==> src/rtl/uart_pkg.sv <==
// ============================================================================
// Module      : uart_pkg
// Description : Shared UART constants and receiver FSM state encoding.
// Revision    : 1.0 - initial release
// ============================================================================
`default_nettype none

package uart_pkg;

  localparam int   DATA_BITS  = 8;
  localparam logic START_BIT  = 1'b0;
  localparam logic STOP_BIT   = 1'b1;
  localparam logic IDLE_LEVEL = 1'b1;

  typedef logic [2:0] rx_state_t;

  localparam rx_state_t c_st_idle   = 3'd0;
  localparam rx_state_t c_st_start  = 3'd1;
  localparam rx_state_t c_st_data   = 3'd2;
  localparam rx_state_t c_st_parity = 3'd3;
  localparam rx_state_t c_st_stop   = 3'd4;
  localparam rx_state_t c_st_break  = 3'd5;

endpackage

`default_nettype wire

==> src/rtl/uart_rx_sync.sv <==
// ============================================================================
// Module      : uart_rx_sync
// Description : Flop-chain synchroniser for the RX pin; resets to line idle.
// Revision    : 1.0 - initial release
// ============================================================================
`default_nettype none

module uart_rx_sync
  import uart_pkg::*;
#(
  parameter int STAGES = 2
) (
  input  logic bclk,
  input  logic reset,
  input  logic i_d,
  output logic o_q
);

  logic [STAGES-1:0] r_chain;

  always_ff @(posedge bclk) begin
    if (reset) begin
      r_chain <= {STAGES{IDLE_LEVEL}};
    end else begin
      r_chain <= {r_chain[STAGES-2:0], i_d};
    end
  end

  assign o_q = r_chain[STAGES-1];

endmodule

`default_nettype wire

==> src/rtl/uart_receiver.sv <==
// ============================================================================
// Module      : uart_receiver
// Description : Oversampling 8N1 UART receiver with RHR read handshake and
//               sticky frame/overrun flags. Define UART_RX_PARITY_EN to add
//               an even-parity bit and the parity_err output.
// Revision    : 1.0 - initial release
// ============================================================================
`default_nettype none

module uart_receiver
  import uart_pkg::*;
#(
  parameter int OVERSAMPLE  = 16,
  parameter int SYNC_STAGES = 2
) (
  input  logic       bclk,
  input  logic       reset,
  input  logic       rx_in,
  input  logic       rd,
  input  logic       clr_err,
  output logic [7:0] d_out,
  output logic       rx_status,
  output logic       frame_err,
  output logic       overrun_err,
`ifdef UART_RX_PARITY_EN
  output logic       parity_err,
`endif
  output logic [7:0] rx_count
);

  localparam int                  c_TICK_W    = $clog2(OVERSAMPLE);
  localparam logic [c_TICK_W-1:0] c_TICK_LAST = c_TICK_W'(OVERSAMPLE - 1);
  // Start sample lands on the 7th START cycle (OS=16), i.e. mid start bit.
  localparam logic [c_TICK_W-1:0] c_TICK_HALF = c_TICK_W'(OVERSAMPLE / 2 - 2);
`ifdef UART_RX_PARITY_EN
  localparam rx_state_t c_st_after_data = c_st_parity;
`else
  localparam rx_state_t c_st_after_data = c_st_stop;
`endif

  logic                 w_rxs;
  rx_state_t            r_state;
  rx_state_t            w_next_state;
  logic [c_TICK_W-1:0]  r_tick;
  logic [2:0]           r_bit;
  logic [DATA_BITS-1:0] r_shift;
  logic [DATA_BITS-1:0] r_rhr;
  logic                 r_status;
  logic                 r_frame_err;
  logic                 r_overrun_err;
  logic [7:0]           r_count;

  logic w_tick_done;
  logic w_data_sample;
  logic w_stop_sample;
  logic w_good;
  logic w_frame_bad;
  logic w_accept;
  logic w_overrun;
  logic w_par_bad;

  uart_rx_sync #(
    .STAGES (SYNC_STAGES)
  ) u_sync (
    .bclk  (bclk),
    .reset (reset),
    .i_d   (rx_in),
    .o_q   (w_rxs)
  );

  always_ff @(posedge bclk) begin
    if (reset) begin
      r_state <= c_st_idle;
    end else begin
      r_state <= w_next_state;
    end
  end

  always_comb begin
    w_next_state = r_state;
    case (r_state)
      c_st_idle:   if (w_rxs == START_BIT) w_next_state = c_st_start;
      c_st_start:  if (w_tick_done) w_next_state = (w_rxs == START_BIT) ? c_st_data : c_st_idle;
      c_st_data:   if (w_tick_done && (r_bit == 3'd7)) w_next_state = c_st_after_data;
`ifdef UART_RX_PARITY_EN
      c_st_parity: if (w_tick_done) w_next_state = c_st_stop;
`endif
      c_st_stop:   if (w_tick_done) w_next_state = (w_rxs == STOP_BIT) ? c_st_idle : c_st_break;
      // Held-low line must return high before another start can be seen.
      c_st_break:  if (w_rxs == IDLE_LEVEL) w_next_state = c_st_idle;
      default:     w_next_state = c_st_idle;
    endcase
  end

  always_comb begin
    w_tick_done = 1'b0;
    case (r_state)
      c_st_start:                       w_tick_done = (r_tick == c_TICK_HALF);
      c_st_data, c_st_parity, c_st_stop: w_tick_done = (r_tick == c_TICK_LAST);
      default:                          w_tick_done = 1'b0;
    endcase
    w_data_sample = (r_state == c_st_data) && w_tick_done;
    w_stop_sample = (r_state == c_st_stop) && w_tick_done;
    w_good        = w_stop_sample && (w_rxs == STOP_BIT) && !w_par_bad;
    w_frame_bad   = w_stop_sample && (w_rxs != STOP_BIT);
    w_accept      = w_good && (!r_status || rd);
    w_overrun     = w_good && r_status && !rd;
  end

  always_ff @(posedge bclk) begin
    if (reset) begin
      r_tick        <= '0;
      r_bit         <= 3'd0;
      r_shift       <= '0;
      r_rhr         <= '0;
      r_status      <= 1'b0;
      r_frame_err   <= 1'b0;
      r_overrun_err <= 1'b0;
      r_count       <= 8'd0;
    end else begin
      r_tick <= ((w_next_state != r_state) || w_tick_done) ? '0 : r_tick + 1'b1;

      if (r_state == c_st_start) begin
        r_bit <= 3'd0;
      end else if (w_data_sample) begin
        r_bit <= r_bit + 3'd1;
      end

      if (w_data_sample) begin
        r_shift <= {w_rxs, r_shift[DATA_BITS-1:1]};
      end

      if (w_accept) begin
        r_rhr    <= r_shift;
        r_status <= 1'b1;
        r_count  <= r_count + 8'd1;
      end else if (rd && r_status) begin
        r_status <= 1'b0;
      end

      if (w_frame_bad) begin
        r_frame_err <= 1'b1;
      end else if (clr_err) begin
        r_frame_err <= 1'b0;
      end

      if (w_overrun) begin
        r_overrun_err <= 1'b1;
      end else if (clr_err) begin
        r_overrun_err <= 1'b0;
      end
    end
  end

`ifdef UART_RX_PARITY_EN
  logic r_par_bad;
  logic r_parity_err;
  logic w_par_sample;

  assign w_par_sample = (r_state == c_st_parity) && w_tick_done;
  assign w_par_bad    = r_par_bad;
  assign parity_err   = r_parity_err;

  always_ff @(posedge bclk) begin
    if (reset) begin
      r_par_bad    <= 1'b0;
      r_parity_err <= 1'b0;
    end else begin
      if (r_state == c_st_idle) begin
        r_par_bad <= 1'b0;
      end else if (w_par_sample && (w_rxs != ^r_shift)) begin
        r_par_bad <= 1'b1;
      end

      if (w_par_sample && (w_rxs != ^r_shift)) begin
        r_parity_err <= 1'b1;
      end else if (clr_err) begin
        r_parity_err <= 1'b0;
      end
    end
  end
`else
  assign w_par_bad = 1'b0;
`endif

  assign d_out       = r_rhr;
  assign rx_status   = r_status;
  assign frame_err   = r_frame_err;
  assign overrun_err = r_overrun_err;
  assign rx_count    = r_count;

endmodule

`default_nettype wire

==> config.mk <==
export PLATFORM = sky130hd
export DESIGN_NAME = uart_receiver
export DESIGN_NICKNAME = d
export VERILOG_FILES = /design/src/rtl/uart_pkg.sv /design/src/rtl/uart_rx_sync.sv /design/src/rtl/uart_receiver.sv
export SDC_FILE = /design/constraint.sdc
export NUM_CORES = 1
export LEC_CHECK = 0
export ABC_CLOCK_PERIOD_IN_PS = 1900
export CAP_MARGIN = 20
export CORE_UTILIZATION = 53
export DETAILED_ROUTE_END_ITERATION = 8
export GPL_TIMING_DRIVEN = 0
export MAX_ROUTING_LAYER = met4
export PLACE_DENSITY = 0.85
export REMOVE_ABC_BUFFERS = 1
export SLEW_MARGIN = 20
export SYNTH_ARGS = -nofsm -noshare
export SYNTH_HDL_FRONTEND = slang
export SYNTH_SLANG_ARGS = --single-unit
==> constraint.sdc <==
create_clock -name bclk -period 1.9 [get_ports bclk]
set_clock_uncertainty 0.1 [all_clocks]
set_input_delay 0.38 -clock bclk [delete_from_list [all_inputs] [get_ports bclk]]
set_output_delay 0.38 -clock bclk [all_outputs]
set_load 0.03 [all_outputs]
Word-level counts from Yosys, hierarchy flattened
Index checks and enable logic that the tools add are counted.
{"block": "word_totals", "out_inout_bits": 19, "elab_cells": 57, "ff_bits": 39, "in_bits": 5, "latch_bits": 0, "mem_bits_ro": 0, "mem_count": 0, "mem_bits_rw": 0}
{"block": "op_classes", "shift": 0, "bitwise": 1, "addsub": 3, "n_eq_ne": 9, "reduce_logical": 20, "mul": 0, "order_cmp": 0, "div_mod_pow": 0, "n_mux": 14}
{"operator": "$mux 3", "count": 6}
{"operator": "$pmux 3 s5", "count": 1}
{"operator": "$eq 3x3->1 const B", "count": 3}
{"operator": "$logic_and 1x1->1", "count": 9}
{"operator": "$add 8x1->8 const B", "count": 1}
{"operator": "$eq 3x2->1 const B", "count": 2}
{"operator": "$reduce_bool 2->1", "count": 3}
{"operator": "$mux 1", "count": 5}
{"operator": "$add 4x1->4 const B", "count": 1}
{"operator": "$eq 4x3->1 const B", "count": 1}
{"operator": "$eq 4x4->1 const B", "count": 1}
{"operator": "$reduce_or 2->1", "count": 2}
{"operator": "$add 3x1->3 const B", "count": 1}
{"operator": "$eq 3x1->1 const B", "count": 1}
{"operator": "$logic_not 3->1", "count": 1}
{"operator": "$ne 3x3->1", "count": 1}
{"operator": "$reduce_or 3->1", "count": 1}
{"operator": "$logic_not 1->1", "count": 2}
{"operator": "$logic_or 1x1->1", "count": 2}
{"operator": "$mux 2", "count": 1}
{"operator": "$pmux 1 s2", "count": 1}
{"operator": "$not 1->1", "count": 1}

Depth between registers and ports, before layout
Gate-level depths: netlist of run 1.
{"block": "logic_depth", "depth_word": 9, "depth_mapped": 6, "ltp_nobuf": 4}

By module
From an unflattened synthesis of run 1, not the netlist that was laid out.
{"block": "unflattened", "cells_unflattened": 178, "area_unflattened_um2": 1705.4}
{"mod": "uart_receiver", "instances": 1, "cells_per_inst": 174, "area_per_inst_um2": 1652.8, "seq_area_each_um2": 740.7}
{"mod": "uart_rx_sync", "instances": 1, "cells_per_inst": 4, "area_per_inst_um2": 52.6, "seq_area_each_um2": 40.0}

Worst setup path before layout of run 1
Ideal clock, no wire load.
{"block": "synth_path", "kind": "register -> register", "from": "reg r_tick[0]", "to": "reg r_shift[2]", "required_time_ps": 1672, "path_buffers": 1, "path_stages_with_launch": 6, "setup_slack_ps": 315, "arrival_ps": 1358, "setup_ps": 128, "period_less_slack_ps": 1585, "cell_sequence": "dfxtp_1 -> and4_4 -> nor3b_4 -> buf_6 -> mux2i_1 -> nor2_1"}
{"block": "synth_between", "elab_chain_len": 3, "word_cells_on_any_way": 4, "classes_between": "eq/ne: 2; mux: 1; reduce/logical: 1"}
{"element": "start: declaration", "line_no": "uart_receiver.sv:44", "source": "logic [c_TICK_W-1:0] r_tick;"}
{"element": "start signal: assignment", "line_no": "uart_receiver.sv:121", "source": "r_tick <= ((w_next_state != r_state) || w_tick_done) ? '0 : r_tick + 1'b1;"}
{"element": "$eq 4x4->1 / $eq 4x3->1 (equally long branches)", "line_no": "uart_receiver.sv:99, uart_receiver.sv:98"}
{"element": "$pmux 1 s2 *", "line_no": "uart_receiver.sv:97", "source": "case (r_state)"}
{"element": "$logic_and 1x1->1 *", "line_no": "uart_receiver.sv:102", "source": "w_data_sample = (r_state == c_st_data) && w_tick_done;"}
{"element": "end signal: assignment", "line_no": "uart_receiver.sv:130", "source": "r_shift <= {w_rxs, r_shift[DATA_BITS-1:1]};"}
{"element": "end: declaration", "line_no": "uart_receiver.sv:46", "source": "logic [DATA_BITS-1:0] r_shift;"}
Every way passes the cells marked *; elsewhere a longest branch is shown, timed or not.
A chain may end at the register's enable or synchronous reset.

Worst setup path after layout of run 1
{"block": "layout_path", "from": "reg r_overrun_err (netlist: overrun_err)", "to": "out overrun_err"}
{"element": "start: declaration", "line_no": "uart_receiver.sv:50", "source": "logic r_overrun_err;"}
{"element": "start signal: assignment", "line_no": "uart_receiver.sv:118", "source": "r_overrun_err <= 1'b0;"}
{"element": "start signal: assignment", "line_no": "uart_receiver.sv:148", "source": "r_overrun_err <= 1'b1;"}
{"element": "start signal: assignment", "line_no": "uart_receiver.sv:150", "source": "r_overrun_err <= 1'b0;"}
{"element": "end: declaration", "line_no": "uart_receiver.sv:24", "source": "output logic overrun_err,"}
No word-level cell between the ends.

==> results of run 1 <==
## path summary, 6_finish.rpt
path,end,from,cells past startpoint
worst min-delay path,u_sync.r_chain[1]$_SDFF_PP1_,u_sync.r_chain[0]$_SDFF_PP1_,1
worst max register to register,d_out[1]$_SDFFE_PP0P_,r_state[0]$_SDFF_PP0_,4
worst max-delay path,overrun_err,overrun_err$_SDFFE_PP0P_,1
worst min register to register,u_sync.r_chain[1]$_SDFF_PP1_,u_sync.r_chain[0]$_SDFF_PP1_,1
## per-layer routing
layer	up-vias	global-route usage
li1	687	-
met1	670	0.257
met2	36	0.338
met3	8	0.0505
met4	0	0.143
met5	-	-
## through the flow
stage / setup TNS (ns) / utilization
6_report: 0 / 0.671
5_1_grt: 0 / 0.671
4_1_cts: 0 / 0.664
3_5_place_dp: -11.80 / 0.634
3_3_place_gp: -9.32 / 0.634
2_1_floorplan: 0 / -
## flip-flops by register name, indices dropped and copies added, names as in the netlist, 2 cells and up
register / count
r_state: 3
r_tick: 4
d_out: 8
u_sync.r_chain: 2
r_shift: 8
r_bit: 3
rx_count: 8
## worst register-to-register path, delay by kind of cell (launching register included)
kind	cells	cell delay, ns
flops	1	0.43
mux	1	0.26
simple gates	3	0.87
## where the power goes
part           switching, uW  leakage (uW)  total [uW]  internal (uW)
registers               16.0      0.000315         842            826
logic                   29.4      0.000552        51.8           22.3
clock network            284     0.0000452         561            277
## logic make-up after synthesis
| logic type | share of synthesized area |
|---|---|
| fa+ha+maj | 0.0293 |
| flops | 0.458 |
| simple gates | 0.219 |
| compound gates | 0.112 |
| mux | 0.117 |
| buf+inv | 0.0396 |
| xor+xnor | 0.0257 |
## timing repair
action	4_1_cts	5_1_grt
pin swaps	1	0
setup endpoints to repair	36	14
hold buffers	0	0
resized for setup	10	12
buffers inserted	1	0
## area by class of cell
class | instances | area [um2] | area share
clock buffers | 5 | 37.5 | 0.0183
multi-input cells | 130 | 858 | 0.419
repair buffers | 24 | 260 | 0.127
clock inverters | 3 | 43.8 | 0.0214
inverters | 3 | 11.3 | 0.00549
well taps | 44 | 55.1 | 0.0269
flip-flops and latches | 39 | 783 | 0.382
## placed cells by master (no fill, tap or decap), drive strengths merged, types with 3 or more instances in the layout
cell type	netlist	layout
xnor2	3	3
nand2b	3	3
o21ai	7	7
mux2i	20	20
nand3	4	4
a211oi	4	4
a21oi	13	13
nor2	28	28
dfxtp	39	39
clkdlybuf4s50	0	4
nand2	6	6
nor3	3	3
or3	7	7
nand4	4	4
dlygate4sd2	0	8
and3	3	3
clkbuf	2	5
a31oi	3	3
dlymetal6s2s	0	10
ha	4	4
inv	3	3
## synth_stat cells, drive strengths merged, types with 3 or more instances
library cell  count
dfxtp            39
ha                4
nand4             4
or3               7
o21ai             7
and3              3
a21oi            13
nand3             4
nand2             6
mux2i            20
nor3              3
nand2b            3
nor2             28
a31oi             3
a211oi            4
xnor2             3
buf               8
inv               3
==> flow_summary_export.csv, run 1 <==
group,metric,value,unit
outcome,status,"completed",
placement,total_half_perimeter_wirelength_after_legalization_and_detailed_placement,2340,um
layout,num_antenna_cells,0,
placement,post-place-cells,239,
cts,tritoncts,"yes",
sta,timing_worst_slew_pin_value,0.611,ns
floorplan,die_outline_height,58.7,um
sta,final_report_hold_violation_count,0,
layout,layoutNonFillerInstCount,248,
worst_setup_path,timing.critical_path.slowest_cell_delay,0.66,ns
routing,antenna_violating_nets_post_route,0,
synthesis,number_of_synthesized_register_bits,39,
sta,hold_ws,0.327,ns
synthesis,async_reset_ff_frac,0,
worst_setup_path,timing.reg2reg.setup_slack,0.13,ns
worst_setup_path,worstPathMaxFanout,2,
routing,drt_iter0_drc,86,
sta,min_period_over_period,0.959,
global_route,antenna_found_initial,0,
floorplan,die-width,58.7,um
placement,pre_cts_slack,-0.776,ns
layout,post-route-cell-area,2050,um2
sta,timing_max_transition_violations_final,0,
routing,met3RoutedLength,147,um
worst_setup_path,setup.worst_path.start_class,"flip-flop",
sta,grt_setup_unrepaired,"false",
worst_setup_path,timing.critical_path.max_delay_family,"buffers and inverters",
floorplan,initial_core_util,0.559,
synthesis,yosysSeqAreaShare,0.458,
pwr,powerDensity,710,nW/um2
routing,wirelength,3380,um
synthesis,syn_inst,182,
worst_setup_path,critical-path-slowest-cell,"sky130_fd_sc_hd__clkdlybuf4s50_1",
placement,io_buffers,23,
sta,max_clock_freq,0.549,GHz
cts,cts_max_level,2,
cts,cts_buffers,5,
cts,max-clock-path-buffers,2,
global_route,grt_overflow_total,0,
pwr,total_power,1450,uW
synthesis,synth_edf_count,0,
routing,detail_route.wirelength.met1,1490,um
layout,num-fill-cells,257,
cts,clock-sinks,39,
placement,area_of_placed_instances,1930,um2
synthesis,ys.flop_type,"sky130_fd_sc_hd__dfxtp_1",
min_path,hp-class,"flip-flop to flip-flop",
global_route,globalRouteTotalUtil,0.220,
layout,areaGrowthSynthToFinish,20.2,%
worst_setup_path,required,1.42,ns
synthesis,mean_cell_area_of_the_mapped_netlist,9.37,um2
worst_setup_path,wp_buf_inv,1,
worst_setup_path,crit_chain,"clkdlybuf4s50_1",
floorplan,num_io_pins,24,
routing,detail_route.first_pass.iterations,4,
routing,topmost_layer_with_routed_signal_wires,"met4",
synthesis,mappedNetlistArea,1710,um2
pwr,leakagePower,0.000912,uW
global_route,grt_first_pass_wirelength,5480,um
cts,clockRootBuffer,"sky130_fd_sc_hd__clkbuf_4",
routing,route.vias.total,1401,
floorplan,floorplan.rows,20,
routing,drc_errors,0,
layout,drive_above_1_share,0.103,
sta,finalSetupViolations,0,
sta,timing.max_slew.rel_slack,0.592,
global_route,grt_max_degree,37,
floorplan,die_area,3450,um2
worst_setup_path,timing_worst_setup_path_type,"flip-flop to output pin",
sta,timing.final.crit_period,1.82,ns
synthesis,synth_area_leader_cell,"sky130_fd_sc_hd__dfxtp_1",
cts,path_clk_slew,0.12,ns
pwr,ir_drop,536,uV
flow_run,max-cap-violations,0,
worst_setup_path,worst-endpoint-arrival,1.34,ns
global_route,grt_pass1_vias,1309,
synthesis,synth_top_cells_by_area,"sky130_fd_sc_hd__dfxtp_1 (46%), sky130_fd_sc_hd__mux2i_1 (12%), sky130_fd_sc_hd__nor2_1 (6.2%), sky130_fd_sc_hd__a21oi_1 (3.8%), sky130_fd_sc_hd__ha_1 (2.9%)",
routing,dr_wl_met2,1660,um
routing,via_density,5.65,
layout,nNetsFinal,212,
synthesis,yosysUniqueCellTypes,36,
floorplan,core,3050,um2
routing,wl_per_cell,13.6,um
synthesis,share_of_the_synthesized_area_in_the_top_cell_type,0.458,
worst_setup_path,setup.worst_path.end_class,"output pin",
synthesis,synthesis.yosys.warnings,0,
cts,clk-insertion-delay-late,0.36,ns
placement,gp_congestion,0.809,
sta,timing.final.ws_setup,0.0780,ns
No activity file was read; power rests on OpenSTA's default activity.
==> run 2, diff against run 1 <==
--- a/config.mk
+++ b/config.mk
@@ -8,6 +8,7 @@
 export ABC_CLOCK_PERIOD_IN_PS = 1900
 export CAP_MARGIN = 20
 export CORE_UTILIZATION = 53
+export CTS_CLUSTER_DIAMETER = 100
 export DETAILED_ROUTE_END_ITERATION = 8
 export GPL_TIMING_DRIVEN = 0
 export MAX_ROUTING_LAYER = met4
==> results of run 2 <==
The final DEF is identical to that of run 1; final timing and power are the same.
==> run 3, diff against run 2 <==
--- a/config.mk
+++ b/config.mk
@@ -7,8 +7,8 @@
 export LEC_CHECK = 0
 export ABC_CLOCK_PERIOD_IN_PS = 1900
 export CAP_MARGIN = 20
+export CORE_ASPECT_RATIO = 0.8
 export CORE_UTILIZATION = 53
-export CTS_CLUSTER_DIAMETER = 100
 export DETAILED_ROUTE_END_ITERATION = 8
 export GPL_TIMING_DRIVEN = 0
 export MAX_ROUTING_LAYER = met4
==> run 3 against run 2 <==
Against the previous run:
- cell count shrank 1.6%
- maximum frequency decreased by 1.1%
- via count is 2.0% lower
- core utilization shrank 0.059 points
- sequential cell count did not move
- global-route usage shrank 0.73 points
- clock power rose by 27%
- hold slack lost 0.011 ns
- non-clock buffer count did not move
- clock-buffer cell count is the same
- combinational power shrank 2%
- critical path depth is the same
- largest power group unchanged
- highest routed layer unchanged
==> flow_summary_export.csv, run 3 (synthesis results as in run 1) <==
group,metric,value,unit
sta,timing.max_slew.rel_slack,0.592,
worst_setup_path,worst-endpoint-arrival,1.36,ns
worst_setup_path,required,1.42,ns
placement,io_buffers,23,
outcome,status,"completed",
worst_setup_path,wp_buf_inv,1,
cts,clockRootBuffer,"sky130_fd_sc_hd__clkbuf_8",
placement,pre_cts_slack,-0.766,ns
routing,via_density,5.63,
routing,wirelength,3370,um
routing,dr_wl_met2,1640,um
floorplan,die_outline_height,52.7,um
routing,route.vias.total,1373,
routing,drt_iter0_drc,133,
global_route,grt_pass1_vias,1154,
worst_setup_path,timing_worst_setup_path_type,"flip-flop to output pin",
sta,timing.final.ws_setup,0.0587,ns
sta,timing_worst_slew_pin_value,0.611,ns
floorplan,core,3090,um2
cts,path_clk_slew,0.08,ns
cts,holdBufCountCts,0,
layout,num_antenna_cells,0,
sta,max_clock_freq,0.543,GHz
sta,final_report_hold_violation_count,0,
cts,max-clock-path-buffers,2,
floorplan,die-width,65.4,um
sta,finalSetupViolations,0,
routing,met3RoutedLength,135,um
routing,topmost_layer_with_routed_signal_wires,"met4",
floorplan,initial_core_util,0.553,
sta,timing_max_transition_violations_final,0,
layout,mostFrequentLayoutCells,"sky130_fd_sc_hd__dfxtp_1 (38), sky130_fd_sc_hd__nor2_1 (28), sky130_fd_sc_hd__mux2i_1 (20)",
pwr,powerDensity,774,nW/um2
cts,tritoncts,"yes",
worst_setup_path,crit_chain,"clkdlybuf4s50_1",
worst_setup_path,worstPathMaxFanout,5,
routing,detail_route.first_pass.iterations,4,
global_route,grt_overflow_total,0,
sta,timing.final.crit_period,1.84,ns
cts,cts_max_level,2,
global_route,grt_max_degree,37,
cts,clk-insertion-delay-late,0.30,ns
flow_run,max-cap-violations,0,
floorplan,num_io_pins,24,
worst_setup_path,timing.critical_path.slowest_cell_delay,0.69,ns
placement,total_half_perimeter_wirelength_after_legalization_and_detailed_placement,2260,um
pwr,total_power,1600,uW
min_path,hp-class,"flip-flop to flip-flop",
cts,cts_buffers,5,
worst_setup_path,setup.worst_path.start_class,"flip-flop",
placement,gp_congestion,0.826,
global_route,antenna_found_initial,0,
routing,wl_per_cell,13.8,um
sta,min_period_over_period,0.969,
pwr,ir_drop,616,uV
layout,nNetsFinal,212,
routing,drc_errors,0,
worst_setup_path,critical-path-slowest-cell,"sky130_fd_sc_hd__clkdlybuf4s50_1",
routing,antenna_violating_nets_post_route,0,
floorplan,floorplan.rows,18,
sta,grt_setup_unrepaired,"false",
pwr,leakagePower,0.000760,uW
worst_setup_path,setup.worst_path.end_class,"output pin",
global_route,globalRouteTotalUtil,0.212,
floorplan,die_area,3450,um2
routing,detail_route.wirelength.met1,1560,um
layout,drive_above_1_share,0.0980,
layout,areaGrowthSynthToFinish,21.3,%
cts,clock-sinks,39,
global_route,grt_first_pass_wirelength,5230,um
worst_setup_path,timing.critical_path.max_delay_family,"buffers and inverters",
layout,final_common_cell,"sky130_fd_sc_hd__dfxtp_1",
[run 3: cell count changes in the layout (fill, tap and decap cells not counted)]
cell,change
sky130_fd_sc_hd__clkinv_2,-1
sky130_fd_sc_hd__clkbuf_4,-5
sky130_fd_sc_hd__dfxtp_1,+1
sky130_fd_sc_hd__clkbuf_8,+5
sky130_fd_sc_hd__inv_6,+1
sky130_fd_sc_hd__dlygate4sd2_1,-7
sky130_fd_sc_hd__dfxtp_2,-1
sky130_fd_sc_hd__dlymetal6s2s_1,-7
sky130_fd_sc_hd__clkdlybuf4s50_1,+14
[run 3: metrics by stage]
stage | utilization | cell area [um2] | TNS, ns | std cells | hold WS, ns
after CTS | 0.669 | 2060 | 0 | 244 | 0.316
final | 0.671 | 2070 | 0 | 244 | 0.315
after global placement | 0.625 | 1930 | -9.32 | 235 | 0.294
after floorplan | - | 1650 | 0 | 172 | 0.289
after global routing | 0.671 | 2070 | 0 | 244 | 0.323
after detailed placement | 0.625 | 1930 | -11.62 | 235 | 0.297
[run 3: per-layer routing]
| layer | up-vias | global-route usage |
|---|---|---|
| met5 | - | - |
| met4 | 0 | 0.105 |
| met3 | 5 | 0.0522 |
| met2 | 32 | 0.323 |
| met1 | 647 | 0.264 |
| li1 | 689 | - |
[run 3: final timing paths]
kind / from / end / slack (ns) / depth (start not counted)
setup / recovery: rx_count[3]$_SDFFE_PP0P_ / rx_count[3] / 0.06 / 1
hold / removal: u_sync.r_chain[0]$_SDFF_PP1_ / u_sync.r_chain[1]$_SDFF_PP1_ / 0.32 / 1
setup reg to reg: r_state[1]$_SDFF_PP0_ / rx_count[5]$_SDFFE_PP0P_ / 0.11 / 4
hold reg to reg: u_sync.r_chain[0]$_SDFF_PP1_ / u_sync.r_chain[1]$_SDFF_PP1_ / 0.32 / 1
[run 3: power breakdown]
group | total (uW) | switching [uW] | internal [uW]
combinational | 50.8 | 28.9 | 21.9
clock | 710 | 312 | 398
sequential | 841 | 15.4 | 825
total | 1600 | 357 | 1250
[run 3: worst register-to-register path: stages (launching register included)]
cell,delay [ns]
sky130_fd_sc_hd__dfxtp_1,0.45
sky130_fd_sc_hd__and4bb_4,0.42
sky130_fd_sc_hd__nand4_1,0.20
sky130_fd_sc_hd__or3_1,0.38
sky130_fd_sc_hd__a21oi_1,0.17
[run 3: final cells by class]
class / instances / area [um2]
fillers: 226 / 1020
multi-input cells: 130 / 858
flip-flops and latches: 39 / 782
repair buffers: 24 / 251
clock buffers: 5 / 68.8
well taps: 40 / 50.0
clock inverters: 3 / 47.5
inverters: 3 / 11.3
[run 3: timing repair]
action                     4_1_cts  5_1_grt
setup endpoints to repair       30        6
setup buffers                    1        0
resized for setup                3        4
pin swaps                        1        0
